--- config.mk ---
export PLATFORM = sky130hd
export DESIGN_NAME = ps2_host_tx
export DESIGN_NICKNAME = d
export VERILOG_FILES = /design/src/rtl/ps2_pkg.sv /design/src/rtl/ps2_line_sync.sv /design/src/rtl/ps2_host_tx.sv
export SDC_FILE = /design/constraint.sdc
export NUM_CORES = 1
export LEC_CHECK = 0
export CAP_MARGIN = 25
export CORE_MARGIN = 2
export CORE_UTILIZATION = 35
export DETAILED_ROUTE_END_ITERATION = 10
export SLEW_MARGIN = 0
export SYNTH_ARGS = -nofsm -noshare
export SYNTH_HDL_FRONTEND = slang
export SYNTH_SLANG_ARGS = --single-unit
--- constraint.sdc ---
create_clock -name CLK -period 1.7 [get_ports CLK]
set_input_delay 0.255 -clock CLK [delete_from_list [all_inputs] [get_ports CLK]]
set_output_delay 0.255 -clock CLK [all_outputs]
set_load 0.02 [all_outputs]
--- src/rtl/ps2_pkg.sv ---
// ps2_pkg: shared definitions for the PS/2 host transmitter.
//   ps2_state_e  - transmitter FSM states
//   PS2_CMD_*    - common host command bytes, PS2_RSP_ACK - device acknowledge byte
//   odd_parity() - PS/2 frame parity bit for a data byte
package ps2_pkg;

  typedef enum logic [2:0] {
    ST_IDLE      = 3'd0,
    ST_INHIBIT   = 3'd1,
    ST_RTS       = 3'd2,
    ST_SHIFT     = 3'd3,
    ST_ACK       = 3'd4,
    ST_WAIT_IDLE = 3'd5
  } ps2_state_e;

  localparam logic [7:0] PS2_CMD_SETLED = 8'hED;
  localparam logic [7:0] PS2_CMD_ENABLE = 8'hF4;
  localparam logic [7:0] PS2_CMD_RESET  = 8'hFF;
  localparam logic [7:0] PS2_RSP_ACK    = 8'hFA;

  // Watchdog counter width; must hold the largest supported timeout.
  localparam int WD_W = 20;

  // Odd parity: the parity bit makes the total count of ones in data+parity odd.
  function automatic logic odd_parity(input logic [7:0] d);
    return ~^d;
  endfunction

endpackage

--- src/rtl/ps2_line_sync.sv ---
// ps2_line_sync: double-flop synchronisers for the raw PS/2 clock and data
// lines plus a registered strobe on each falling edge of the synced clock.
//   clk, rst   - system clock, asynchronous active-high reset
//   scl_in     - raw PS/2 clock line (asynchronous)
//   sda_in     - raw PS/2 data line (asynchronous)
//   scl_sync   - synchronised clock line
//   sda_sync   - synchronised data line
//   scl_fall   - one-cycle strobe, high the cycle after scl_sync drops 1->0
module ps2_line_sync (
  input  logic clk,
  input  logic rst,
  input  logic scl_in,
  input  logic sda_in,
  output logic scl_sync,
  output logic sda_sync,
  output logic scl_fall
);

  logic scl_meta_q, scl_meta_d;
  logic scl_sync_q, scl_sync_d;
  logic scl_prev_q, scl_prev_d;
  logic sda_meta_q, sda_meta_d;
  logic sda_sync_q, sda_sync_d;
  logic fall_q, fall_d;

  always_comb begin
    scl_meta_d = scl_in;
    scl_sync_d = scl_meta_q;
    scl_prev_d = scl_sync_q;
    sda_meta_d = sda_in;
    sda_sync_d = sda_meta_q;
    fall_d     = scl_prev_q & ~scl_sync_q;
  end

  // Idle bus level is high; resetting to 1 avoids a false fall after reset.
  always_ff @(posedge clk or posedge rst) begin
    if (rst) begin
      scl_meta_q <= 1'b1;
      scl_sync_q <= 1'b1;
      scl_prev_q <= 1'b1;
      sda_meta_q <= 1'b1;
      sda_sync_q <= 1'b1;
      fall_q     <= 1'b0;
    end else begin
      scl_meta_q <= scl_meta_d;
      scl_sync_q <= scl_sync_d;
      scl_prev_q <= scl_prev_d;
      sda_meta_q <= sda_meta_d;
      sda_sync_q <= sda_sync_d;
      fall_q     <= fall_d;
    end
  end

  assign scl_sync = scl_sync_q;
  assign sda_sync = sda_sync_q;
  assign scl_fall = fall_q;

endmodule

--- src/rtl/ps2_host_tx.sv ---
// ps2_host_tx: PS/2 host-to-device command transmitter.
// Sequence: inhibit (SCL low), request-to-send (SCL+SDA low), release SCL,
// shift 8 data bits + odd parity + stop on device-generated clock falls,
// then sample the device ACK on the 11th fall and wait for an idle bus.
// Optional build macro PS2_TX_TIMEOUT_EN adds a watchdog on device clocking.
//
// Handshake: a byte is taken on any CLK edge where TX_VALID and TX_READY are
// both high; TX_READY is high only in IDLE, and TX_VALID at any other time is
// ignored, not queued.
//
// Ports:
//   CLK, RST   - system clock, asynchronous active-high reset
//   TX_DATA    - command byte, TX_VALID - send request, TX_READY - idle
//   SCL_IN     - raw clock line, SDA_IN - raw data line
//   SCL_OE     - 1 pulls SCL low, SDA_OE - 1 pulls SDA low (registered)
//   BUSY       - transmission in progress
//   TX_DONE    - one-cycle pulse, frame acknowledged
//   TX_ERR     - one-cycle pulse, NACK or watchdog timeout
//   dbg_state  - current FSM state
module ps2_host_tx
  import ps2_pkg::*;
#(
  parameter int INHIBIT_CYCLES = 5000,
  parameter int RTS_CYCLES     = 50,
  parameter int TIMEOUT_CYCLES = 1000000
) (
  input  logic       CLK,
  input  logic       RST,
  input  logic [7:0] TX_DATA,
  input  logic       TX_VALID,
  output logic       TX_READY,
  input  logic       SCL_IN,
  input  logic       SDA_IN,
  output logic       SCL_OE,
  output logic       SDA_OE,
  output logic       BUSY,
  output logic       TX_DONE,
  output logic       TX_ERR,
  output ps2_state_e dbg_state
);

  localparam int TMR_MAX = (INHIBIT_CYCLES > RTS_CYCLES) ? INHIBIT_CYCLES : RTS_CYCLES;
  localparam int TMR_W   = $clog2(TMR_MAX + 1);

  if (INHIBIT_CYCLES < 1 || RTS_CYCLES < 1 ||
      TIMEOUT_CYCLES < 1 || TIMEOUT_CYCLES > (1 << WD_W)) begin : g_bad_param
    $error("ps2_host_tx: cycle parameter out of range");
  end

  logic scl_sync, sda_sync, scl_fall;

  ps2_line_sync u_sync (
    .clk      (CLK),
    .rst      (RST),
    .scl_in   (SCL_IN),
    .sda_in   (SDA_IN),
    .scl_sync (scl_sync),
    .sda_sync (sda_sync),
    .scl_fall (scl_fall)
  );

  ps2_state_e       state_q, state_d;
  logic [TMR_W-1:0] tmr_q, tmr_d;
  logic [3:0]       cnt_q, cnt_d;
  logic [7:0]       data_q, data_d;
  logic             par_q, par_d;
  logic             nack_q, nack_d;
  logic             scl_oe_q, scl_oe_d;
  logic             sda_oe_q, sda_oe_d;
  logic             done, err;

`ifdef PS2_TX_TIMEOUT_EN
  localparam logic [WD_W-1:0] WD_LAST = WD_W'(TIMEOUT_CYCLES - 1);
  logic [WD_W-1:0] wd_q, wd_d;
`endif

  always_comb begin
    state_d  = state_q;
    tmr_d    = tmr_q;
    cnt_d    = cnt_q;
    data_d   = data_q;
    par_d    = par_q;
    nack_d   = nack_q;
    scl_oe_d = scl_oe_q;
    sda_oe_d = sda_oe_q;
    done     = 1'b0;
    err      = 1'b0;

    case (state_q)
      ST_IDLE: begin
        scl_oe_d = 1'b0;
        sda_oe_d = 1'b0;
        if (TX_VALID) begin
          data_d   = TX_DATA;
          par_d    = odd_parity(TX_DATA);
          tmr_d    = '0;
          scl_oe_d = 1'b1;
          state_d  = ST_INHIBIT;
        end
      end
      ST_INHIBIT: begin
        if (tmr_q == TMR_W'(INHIBIT_CYCLES - 1)) begin
          tmr_d    = '0;
          sda_oe_d = 1'b1;  // start bit
          state_d  = ST_RTS;
        end else begin
          tmr_d = tmr_q + 1'b1;
        end
      end
      ST_RTS: begin
        if (tmr_q == TMR_W'(RTS_CYCLES - 1)) begin
          scl_oe_d = 1'b0;  // hand the clock to the device
          cnt_d    = '0;
          state_d  = ST_SHIFT;
        end else begin
          tmr_d = tmr_q + 1'b1;
        end
      end
      ST_SHIFT: begin
        // Device samples on rising SCL, so the next bit is placed after each fall.
        if (scl_fall) begin
          cnt_d = cnt_q + 1'b1;
          if (cnt_q < 4'd8) begin
            sda_oe_d = ~data_q[cnt_q[2:0]];
          end else if (cnt_q == 4'd8) begin
            sda_oe_d = ~par_q;
          end else begin
            sda_oe_d = 1'b0;  // stop bit: release the line
            state_d  = ST_ACK;
          end
        end
      end
      ST_ACK: begin
        if (scl_fall) begin
          nack_d  = sda_sync;
          state_d = ST_WAIT_IDLE;
        end
      end
      ST_WAIT_IDLE: begin
        if (scl_sync && sda_sync) begin
          done    = ~nack_q;
          err     = nack_q;
          state_d = ST_IDLE;
        end
      end
      default: begin
        scl_oe_d = 1'b0;
        sda_oe_d = 1'b0;
        state_d  = ST_IDLE;
      end
    endcase

`ifdef PS2_TX_TIMEOUT_EN
    wd_d = wd_q;
    if ((state_q == ST_RTS && state_d == ST_SHIFT) || scl_fall) begin
      wd_d = '0;
    end else if (state_q == ST_SHIFT || state_q == ST_ACK || state_q == ST_WAIT_IDLE) begin
      wd_d = wd_q + 1'b1;
    end
    // A normal completion in the same cycle wins, so DONE and ERR never coincide.
    if ((state_q == ST_SHIFT || state_q == ST_ACK || state_q == ST_WAIT_IDLE) &&
        state_d != ST_IDLE && wd_q == WD_LAST) begin
      scl_oe_d = 1'b0;
      sda_oe_d = 1'b0;
      err      = 1'b1;
      state_d  = ST_IDLE;
    end
`endif
  end

  always_ff @(posedge CLK or posedge RST) begin
    if (RST) begin
      state_q  <= ST_IDLE;
      tmr_q    <= '0;
      cnt_q    <= '0;
      data_q   <= '0;
      par_q    <= 1'b0;
      nack_q   <= 1'b0;
      scl_oe_q <= 1'b0;
      sda_oe_q <= 1'b0;
`ifdef PS2_TX_TIMEOUT_EN
      wd_q     <= '0;
`endif
    end else begin
      state_q  <= state_d;
      tmr_q    <= tmr_d;
      cnt_q    <= cnt_d;
      data_q   <= data_d;
      par_q    <= par_d;
      nack_q   <= nack_d;
      scl_oe_q <= scl_oe_d;
      sda_oe_q <= sda_oe_d;
`ifdef PS2_TX_TIMEOUT_EN
      wd_q     <= wd_d;
`endif
    end
  end

  assign TX_READY  = (state_q == ST_IDLE);
  assign BUSY      = (state_q != ST_IDLE);
  assign SCL_OE    = scl_oe_q;
  assign SDA_OE    = sda_oe_q;
  assign TX_DONE   = done;
  assign TX_ERR    = err;
  assign dbg_state = state_q;

endmodule

==> insert_results.sql, run 1 <==
INSERT INTO impl_metrics (metric_group, metric, value, unit) VALUES
('synth', 'postSynthRegisterBits', '38', ''),
('die', 'core_area', '6240', 'um2'),
('die', 'die-area', '7030', 'um2'),
('pwr', 'total_power', '4.37', 'mW'),
('timing', 'holdWs', '306', 'ps'),
('grt', 'first_global_vias', '1923', ''),
('clock_tree', 'cts-root-to-sink-buffers', '2', ''),
('timing', 'timing.slew.headroom', '71.0', '%'),
('timing', 'finalMaxSlewViolations', '0', ''),
('timing', 'worstMarginPinSlew', '429', 'ps'),
('die', 'row_count', '29', ''),
('drt', 'count_of_routing_violations_after_the_opening_detailed_route_iteration', '98', ''),
('synth', 'mappedNetlistNets', '231', ''),
('cells_and_area', 'postLayoutCoreUtil', '49.6', '%'),
('cells_and_area', 'post_layout_nonfiller_instances', '363', ''),
('timing', 'min_period', '1910', 'ps'),
('grt', 'grt_start_max_net_pins', '39', ''),
('synth', 'yosysWarnings', '0', ''),
('critical_path', 'r2r_setup_slack', '-210', 'ps'),
('clock_tree', 'cts.htree.levels', '2', ''),
('pwr', 'total_leakage_power', '1.29', 'nW'),
('critical_path', 'crit_path_dat', '2090', 'ps'),
('drt', 'detail_route.vias_per_cell', '5.26', ''),
('synth', 'synth.top_cells.by_count', '33 x dfrtp_1, 11 x nand2_1, 11 x nor2_1', ''),
('clock_tree', 'clock_sinks', '38', ''),
('critical_path', 'cp-end-kind', 'flop', ''),
('drt', 'remaining_drc_errors', '0', ''),
('cells_and_area', 'layout-area-overhead-vs-synth', '38.6', '%'),
('synth', 'ys_seq_area_share', '42.9', '%'),
('cells_and_area', 'diodes', '0', ''),
('synth', 'synthCells', '213', ''),
('placed_design', 'dp_slack', '-230', 'ps'),
('drt', 'num_vias', '1908', ''),
('drt', 'wl_per_cell', '14.6', 'um'),
('synth', 'postSynth.topFlopCell', 'dfrtp_1', ''),
('pwr', 'power.ir.vdd_worst', '0.000894', 'V'),
('timing', 'maxClockFrequency', '523', 'MHz'),
('synth', 'ys_top_cells_by_area', 'dfrtp_1 37%, dfstp_2 5.9%, mux2_2 5.0%', ''),
('placed_design', 'dp.cells', '348', ''),
('timing', 'worst_slack', '-212', 'ps'),
('flow_run', 'cap_viol_max_count', '0', ''),
('synth', 'synthesis.area_per_instance', '10.5', 'um2'),
('timing', 'hold_viol_final', '0', ''),
('timing', 'rsz0062_at_grt', 'true', ''),
('die', 'initial_core_util', '35.8', '%'),
('clock_tree', 'clkTransAtPathRegs', '70', 'ps'),
('drt', 'drtPass1Iterations', '4', ''),
('die', 'die_height', '83.9', 'um'),
('synth', 'synth.most_common_cell', 'dfrtp_1', ''),
('critical_path', 'crit_fanout', '8', ''),
('clock_tree', 'ctsHoldBuffers', '0', ''),
('outcome', 'outcome', 'complete, but fails checks', ''),
('cells_and_area', 'filler_cell_count', '582', ''),
('grt', 'initial_antenna_violation_count', '0', ''),
('placed_design', 'numPortBuffers', '21', ''),
('synth', 'synthArstFlopShare', '100', '%'),
('synth', 'post_synth_instance_area', '2230', 'um2'),
('clock_tree', 'cts_tree', 'built', ''),
('synth', 'synth.distinct_cells', '55', ''),
('pwr', 'power_density_over_cell_area', '1410', 'nW/um2'),
('drt', 'ant_nets', '0', ''),
('timing', 'setup_viol', '19', ''),
('clock_tree', 'clock_latency', '290', 'ps'),
('cells_and_area', 'drive_gt1_share', '39.9', '%'),
('clock_tree', 'clk_root_buffer_cell', 'clkbuf_8', ''),
('timing', 'skew', '3.71', 'ps'),
('grt', 'grt_remaining_overflow', '0', ''),
('die', 'boundaryPins', '22', ''),
('synth', 'synth_edf_count', '0', ''),
('grt', 'grt_usage', '16.0', '%'),
('critical_path', 'worstSetupStartpointType', 'flop', ''),
('critical_path', 'criticalPathCategory', 'flop to flop', ''),
('clock_tree', 'cts_inserted_buffers', '5', ''),
('synth', 'synth_area_leader_cell', 'dfrtp_1', ''),
('worst_hold_path', 'path_type_of_the_worst_min_delay_path', 'input pin to asynchronous set/reset pin', ''),
('outcome', 'violations_in_the_final_reports', 'negative setup slack', ''),
('die', 'chipWidth', '83.9', 'um'),
('synth', 'yosys.area.top_type_share', '37.0', '%'),
('cells_and_area', 'finalNetCount', '303', ''),
('placed_design', 'dpl.hpwl', '3800', 'um'),
('timing', 'finalCritPeriodShare', '112', '%'),
('grt', 'grt_first_pass_wirelength', '9070', 'um'),
('critical_path', 'cp_data_required_time', '1880', 'ps'),
('drt', 'route.final.wire_length', '5300', 'um'),
('placed_design', 'place.gp.congestion', '0.888', '');
[per-stage QoR]
step,instance area (um2),TNS [ps]
CTS,3030,-2420
detailed placement,2880,-3470
floorplan,2260,-2150
global placement,2880,-2770
finish,3090,-2540
global route,3090,-4370
[sequential cells by signal, summed over array words and instances, names as in the netlist]
signal,cells
tmr_q,13
SDA_OE,1
dbg_state,3
nack_q,1
u_sync.scl_fall,1
cnt_q,4
par_q,1
u_sync.sda_sync,1
SCL_OE,1
u_sync.scl_sync,1
u_sync.sda_meta_q,1
data_q,8
u_sync.scl_meta_q,1
u_sync.scl_prev_q,1
[routing by layer]
| metal | share of wire [%] | global-route usage (%) | wire length, um |
|---|---|---|---|
| met1 | 49 | 21.3 | 2570 |
| met2 | 47 | 26.3 | 2490 |
| met3 | 2.8 | 3.07 | 150 |
| met4 | 1.5 | 4.84 | 82 |
| met5 | 0 | 0 | 0 |
[power breakdown]
group	switching, mW	internal, mW
clock	0.328	0.326
combinational	1.13	1.25
sequential	0.183	1.16
total	1.64	2.74
[critical path, cell delays in order, from the launching register on]
cell,delay [ps]
dfrtp_1,410
inv_1,60
ha_1,120
or4b_4,490
nor4b_4,310
buf_4,210
or4_1,130
a21oi_2,50
[cells in the final DEF (no fill, tap or decap), drive strengths merged, types with 7 or more instances in the layout]
cell | netlist | final
a21oi | 12 | 12
buf | 4 | 59
clkbuf | 8 | 7
clkdlybuf4s50 | 0 | 14
dfrtp | 33 | 33
inv | 7 | 7
mux2 | 11 | 11
nand2 | 11 | 11
nand3 | 7 | 7
nand4 | 7 | 7
nor2 | 11 | 11
o21ai | 10 | 10
or3 | 7 | 7
or4 | 8 | 8
xnor2 | 8 | 8
[area by class of cell]
class	instances	area [um2]	share of cell area (%)
inverter	7	26.3	0.849
sequential	38	961	31.1
timing repair buffer	77	639	20.7
multi-input combinational	156	1280	41.2
clock buffer	6	82.6	2.67
clock inverter	2	12.5	0.404
tap	77	96.3	3.11
[final timing paths]
path / start / to / cells after the start
worst max-delay path: tmr_q[1]$_DFFE_PP0P_ / tmr_q[9]$_DFFE_PP0P_ / 7
worst min-delay path: RST / SCL_OE$_DFFE_PP0P_ / 3
worst max register to register: tmr_q[1]$_DFFE_PP0P_ / tmr_q[9]$_DFFE_PP0P_ / 7
worst min register to register: u_sync.sda_meta_q$_DFF_PP1_ / u_sync.sda_sync$_DFF_PP1_ / 0
max in group asynchronous: RST / u_sync.scl_meta_q$_DFF_PP1_ / 3
min in group CLK: u_sync.sda_meta_q$_DFF_PP1_ / u_sync.sda_sync$_DFF_PP1_ / 0
[what timing repair did]
action / in CTS / in global routing
endpoints found under the hold margin: 0 / 0
buffers inserted: 3 / 4
endpoints found under the setup margin: 26 / 25
pin swaps: 6 / 6
resized for setup: 22 / 15
[cells by family after synthesis]
family / synth area share [%]
and+or+nand+nor: 22.0
AOI/OAI and AO/OA: 14.7
DFF: 42.9
buffers and inverters: 4.43
muxes: 8.91
xor gates and xnor gates: 4.32
adders and majority gates: 2.80
No activity file was read; power rests on OpenSTA's default activity.
==> run 2: changes to the inputs <==
--- a/config.mk
+++ b/config.mk
@@ -9,6 +9,7 @@
 export CORE_MARGIN = 2
 export CORE_UTILIZATION = 35
 export DETAILED_ROUTE_END_ITERATION = 10
+export MAX_ROUTING_LAYER = met4
 export SLEW_MARGIN = 0
 export SYNTH_ARGS = -nofsm -noshare
 export SYNTH_HDL_FRONTEND = slang
==> run 2 against run 1 <==
  * First-iteration DRC count is 8.2% higher
  * Critical path type unchanged
  * Worst hold slack better by 4.1 ps
  * Worst setup slack better by 1.2 ps
  * The run still ends with negative setup slack left
  * Critical path depth stayed put
  * Clock skew hardly changed
  * Via count is 0.79% higher
==> insert_results.sql, run 2 (synthesized netlist as in run 1, its figures left out) <==
INSERT INTO impl_metrics (metric_group, metric, value, unit) VALUES
('outcome', 'outcome', 'complete, but fails checks', ''),
('outcome', 'violations_in_the_final_reports', 'negative setup slack', ''),
('cells_and_area', 'drive_gt1_share', '39.9', '%'),
('critical_path', 'worstSetupStartpointType', 'flop', ''),
('drt', 'route.final.wire_length', '5290', 'um'),
('pwr', 'power.ir.vdd_worst', '0.000894', 'V'),
('clock_tree', 'clock_sinks', '38', ''),
('drt', 'detail_route.vias_per_cell', '5.30', ''),
('cells_and_area', 'most_common_cell_after_layout_fill_and_taps_aside', 'buf_4', ''),
('die', 'chipWidth', '83.9', 'um'),
('die', 'core_area', '6240', 'um2'),
('critical_path', 'timing.rr.end', 'tmr_q[9]$_DFFE_PP0P_', ''),
('drt', 'count_of_routing_violations_after_the_opening_detailed_route_iteration', '106', ''),
('clock_tree', 'clk_root_buffer_cell', 'clkbuf_8', ''),
('grt', 'grt_first_pass_wirelength', '9060', 'um'),
('clock_tree', 'clkTransAtPathRegs', '80', 'ps'),
('clock_tree', 'cts_inserted_buffers', '5', ''),
('drt', 'remaining_drc_errors', '0', ''),
('cells_and_area', 'layout-area-overhead-vs-synth', '38.6', '%'),
('placed_design', 'postPlaceCellArea', '2880', 'um2'),
('critical_path', 'cp-end-kind', 'flop', ''),
('timing', 'finalMaxSlewViolations', '0', ''),
('grt', 'first_global_vias', '1925', ''),
('timing', 'worst_slack', '-211', 'ps'),
('timing', 'skew', '3.92', 'ps'),
('placed_design', 'numPortBuffers', '21', ''),
('drt', 'ant_nets', '0', ''),
('timing', 'setup_viol', '20', ''),
('clock_tree', 'cts_tree', 'built', ''),
('cells_and_area', 'filler_cell_count', '582', ''),
('grt', 'grt_remaining_overflow', '0', ''),
('placed_design', 'dpl.hpwl', '3800', 'um'),
('timing', 'hold_viol_final', '0', ''),
('critical_path', 'criticalPathCategory', 'flop to flop', ''),
('cells_and_area', 'layout_common_cells', '52 x buf_4, 30 x dfrtp_1, 14 x clkdlybuf4s50_1, 11 x nand2_1, 11 x nor2_1', ''),
('die', 'die-area', '7030', 'um2'),
('pwr', 'power_density_over_cell_area', '1410', 'nW/um2'),
('critical_path', 'cp_data_required_time', '1880', 'ps'),
('clock_tree', 'clock_latency', '290', 'ps'),
('clock_tree', 'cts.htree.levels', '2', ''),
('grt', 'initial_antenna_violation_count', '0', ''),
('grt', 'grt_start_max_net_pins', '39', ''),
('clock_tree', 'cts-root-to-sink-buffers', '2', ''),
('drt', 'wl_per_cell', '14.6', 'um'),
('critical_path', 'worstRegToRegCells', '7', ''),
('critical_path', 'r2r_setup_slack', '-210', 'ps'),
('die', 'boundaryPins', '22', ''),
('die', 'die_height', '83.9', 'um'),
('cells_and_area', 'layout.cell_area.non_filler', '3090', 'um2'),
('timing', 'min_period', '1910', 'ps'),
('flow_run', 'cap_viol_max_count', '0', ''),
('timing', 'maxClockFrequency', '523', 'MHz'),
('timing', 'rsz0062_at_grt', 'true', ''),
('critical_path', 'critical_path.reg2reg.startpoint', 'tmr_q[1]$_DFFE_PP0P_', ''),
('cells_and_area', 'regMostFlops', 'tmr_q', ''),
('placed_design', 'place.gp.congestion', '0.903', ''),
('cells_and_area', 'sequential_cell_area', '961', 'um2'),
('cells_and_area', 'finalNetCount', '303', ''),
('critical_path', 'crit_fanout', '8', ''),
('die', 'initial_core_util', '35.8', '%'),
('timing', 'timing.slew.headroom', '71.0', '%'),
('critical_path', 'slowest_stage', 'or4b_4', ''),
('drt', 'drtPass1Iterations', '4', ''),
('critical_path', 'crit_path_dat', '2090', 'ps'),
('pwr', 'total_leakage_power', '1.29', 'nW'),
('grt', 'grt_usage', '16.4', '%'),
('cells_and_area', 'largest_register_ffs', '13', ''),
('worst_hold_path', 'path_type_of_the_worst_min_delay_path', 'input pin to asynchronous set/reset pin', ''),
('drt', 'num_vias', '1923', ''),
('cells_and_area', 'multi_input_comb_area', '1280', 'um2'),
('cells_and_area', 'diodes', '0', ''),
('placed_design', 'dp_slack', '-230', 'ps'),
('cells_and_area', 'reg.largest.list', 'tmr_q: 13 flops, data_q: 8 flops, cnt_q: 4 flops', ''),
('timing', 'finalCritPeriodShare', '112', '%'),
('critical_path', 'crit_path_max_incr_delay', '490', 'ps'),
('timing', 'holdWs', '310', 'ps'),
('die', 'row_count', '29', ''),
('critical_path', 'cp_cell_sequence', 'inv_1 -> ha_1 -> or4b_4 -> nor4b_4 -> buf_4 -> or4_1 -> a21oi_2', ''),
('timing', 'worstMarginPinSlew', '430', 'ps');
==> run 2: cell counts in the layout (fill, tap and decap cells not counted) <==
No cell type changed its count.
==> run 2: what timing repair did <==
item	4_1_cts	5_1_grt
setup endpoints to repair	26	25
pin swaps	6	6
setup buffers	3	4
hold buffers	0	0
gates resized for setup	22	15
==> run 2: cell type report <==
cell class / count / share of cell area [%]
well taps: 77 / 3.11
multi-input cells: 156 / 41.2
clock inverters: 2 / 0.404
repair buffers: 77 / 20.7
flip-flops and latches: 38 / 31.1
clock buffers: 6 / 2.67
inverters: 7 / 0.849
==> run 2: worst max-delay path by stage <==
stage               slack [ps]                 start                       end
floorplan                 -200  tmr_q[1]$_DFFE_PP0P_      tmr_q[1]$_DFFE_PP0P_
global placement          -180  tmr_q[1]$_DFFE_PP0P_  dbg_state[0]$_DFFE_PP0P_
detailed placement        -230  tmr_q[1]$_DFFE_PP0P_      tmr_q[4]$_DFFE_PP0P_
CTS                       -200  tmr_q[1]$_DFFE_PP0P_      tmr_q[8]$_DFFE_PP0P_
global route              -290  tmr_q[1]$_DFFE_PP0P_     tmr_q[11]$_DFFE_PP0P_
finish                    -210  tmr_q[1]$_DFFE_PP0P_      tmr_q[9]$_DFFE_PP0P_
==> run 2: stage by stage <==
| stage | std cells | utilization [%] | TNS (ps) | power (mW) |
|---|---|---|---|---|
| after floorplan | 213 | - | -2150 | 2.68 |
| after global placement | 348 | 46.1 | -2770 | 3.55 |
| after detailed placement | 348 | 46.1 | -3470 | 3.58 |
| after CTS | 359 | 48.5 | -2420 | 4.26 |
| after global routing | 363 | 49.6 | -4370 | 4.69 |
| final | 363 | 49.6 | -2580 | 4.37 |
==> run 2: per-layer routing <==
layer	track usage (%)	vias to the layer above	routed length, um
li1	-	948	-
met1	21.3	934	2540
met2	26.4	34	2500
met3	2.97	7	175
met4	4.84	0	82
met5	-	-	0
==> run 2: worst max-delay path, delay by kind of cell, from the launching register on <==
family | cells | cell delay, ps
buf+inv | 2 | 270
flops | 1 | 410
simple gates | 3 | 940
compound gates | 1 | 50
fa+ha+maj | 1 | 120
==> run 2: report_power, final <==
group          switching (mW)  internal [mW]  total [mW]
combinational            1.13           1.25        2.37
clock                   0.328          0.326       0.654
sequential              0.182           1.16        1.34
total                    1.64           2.74        4.37
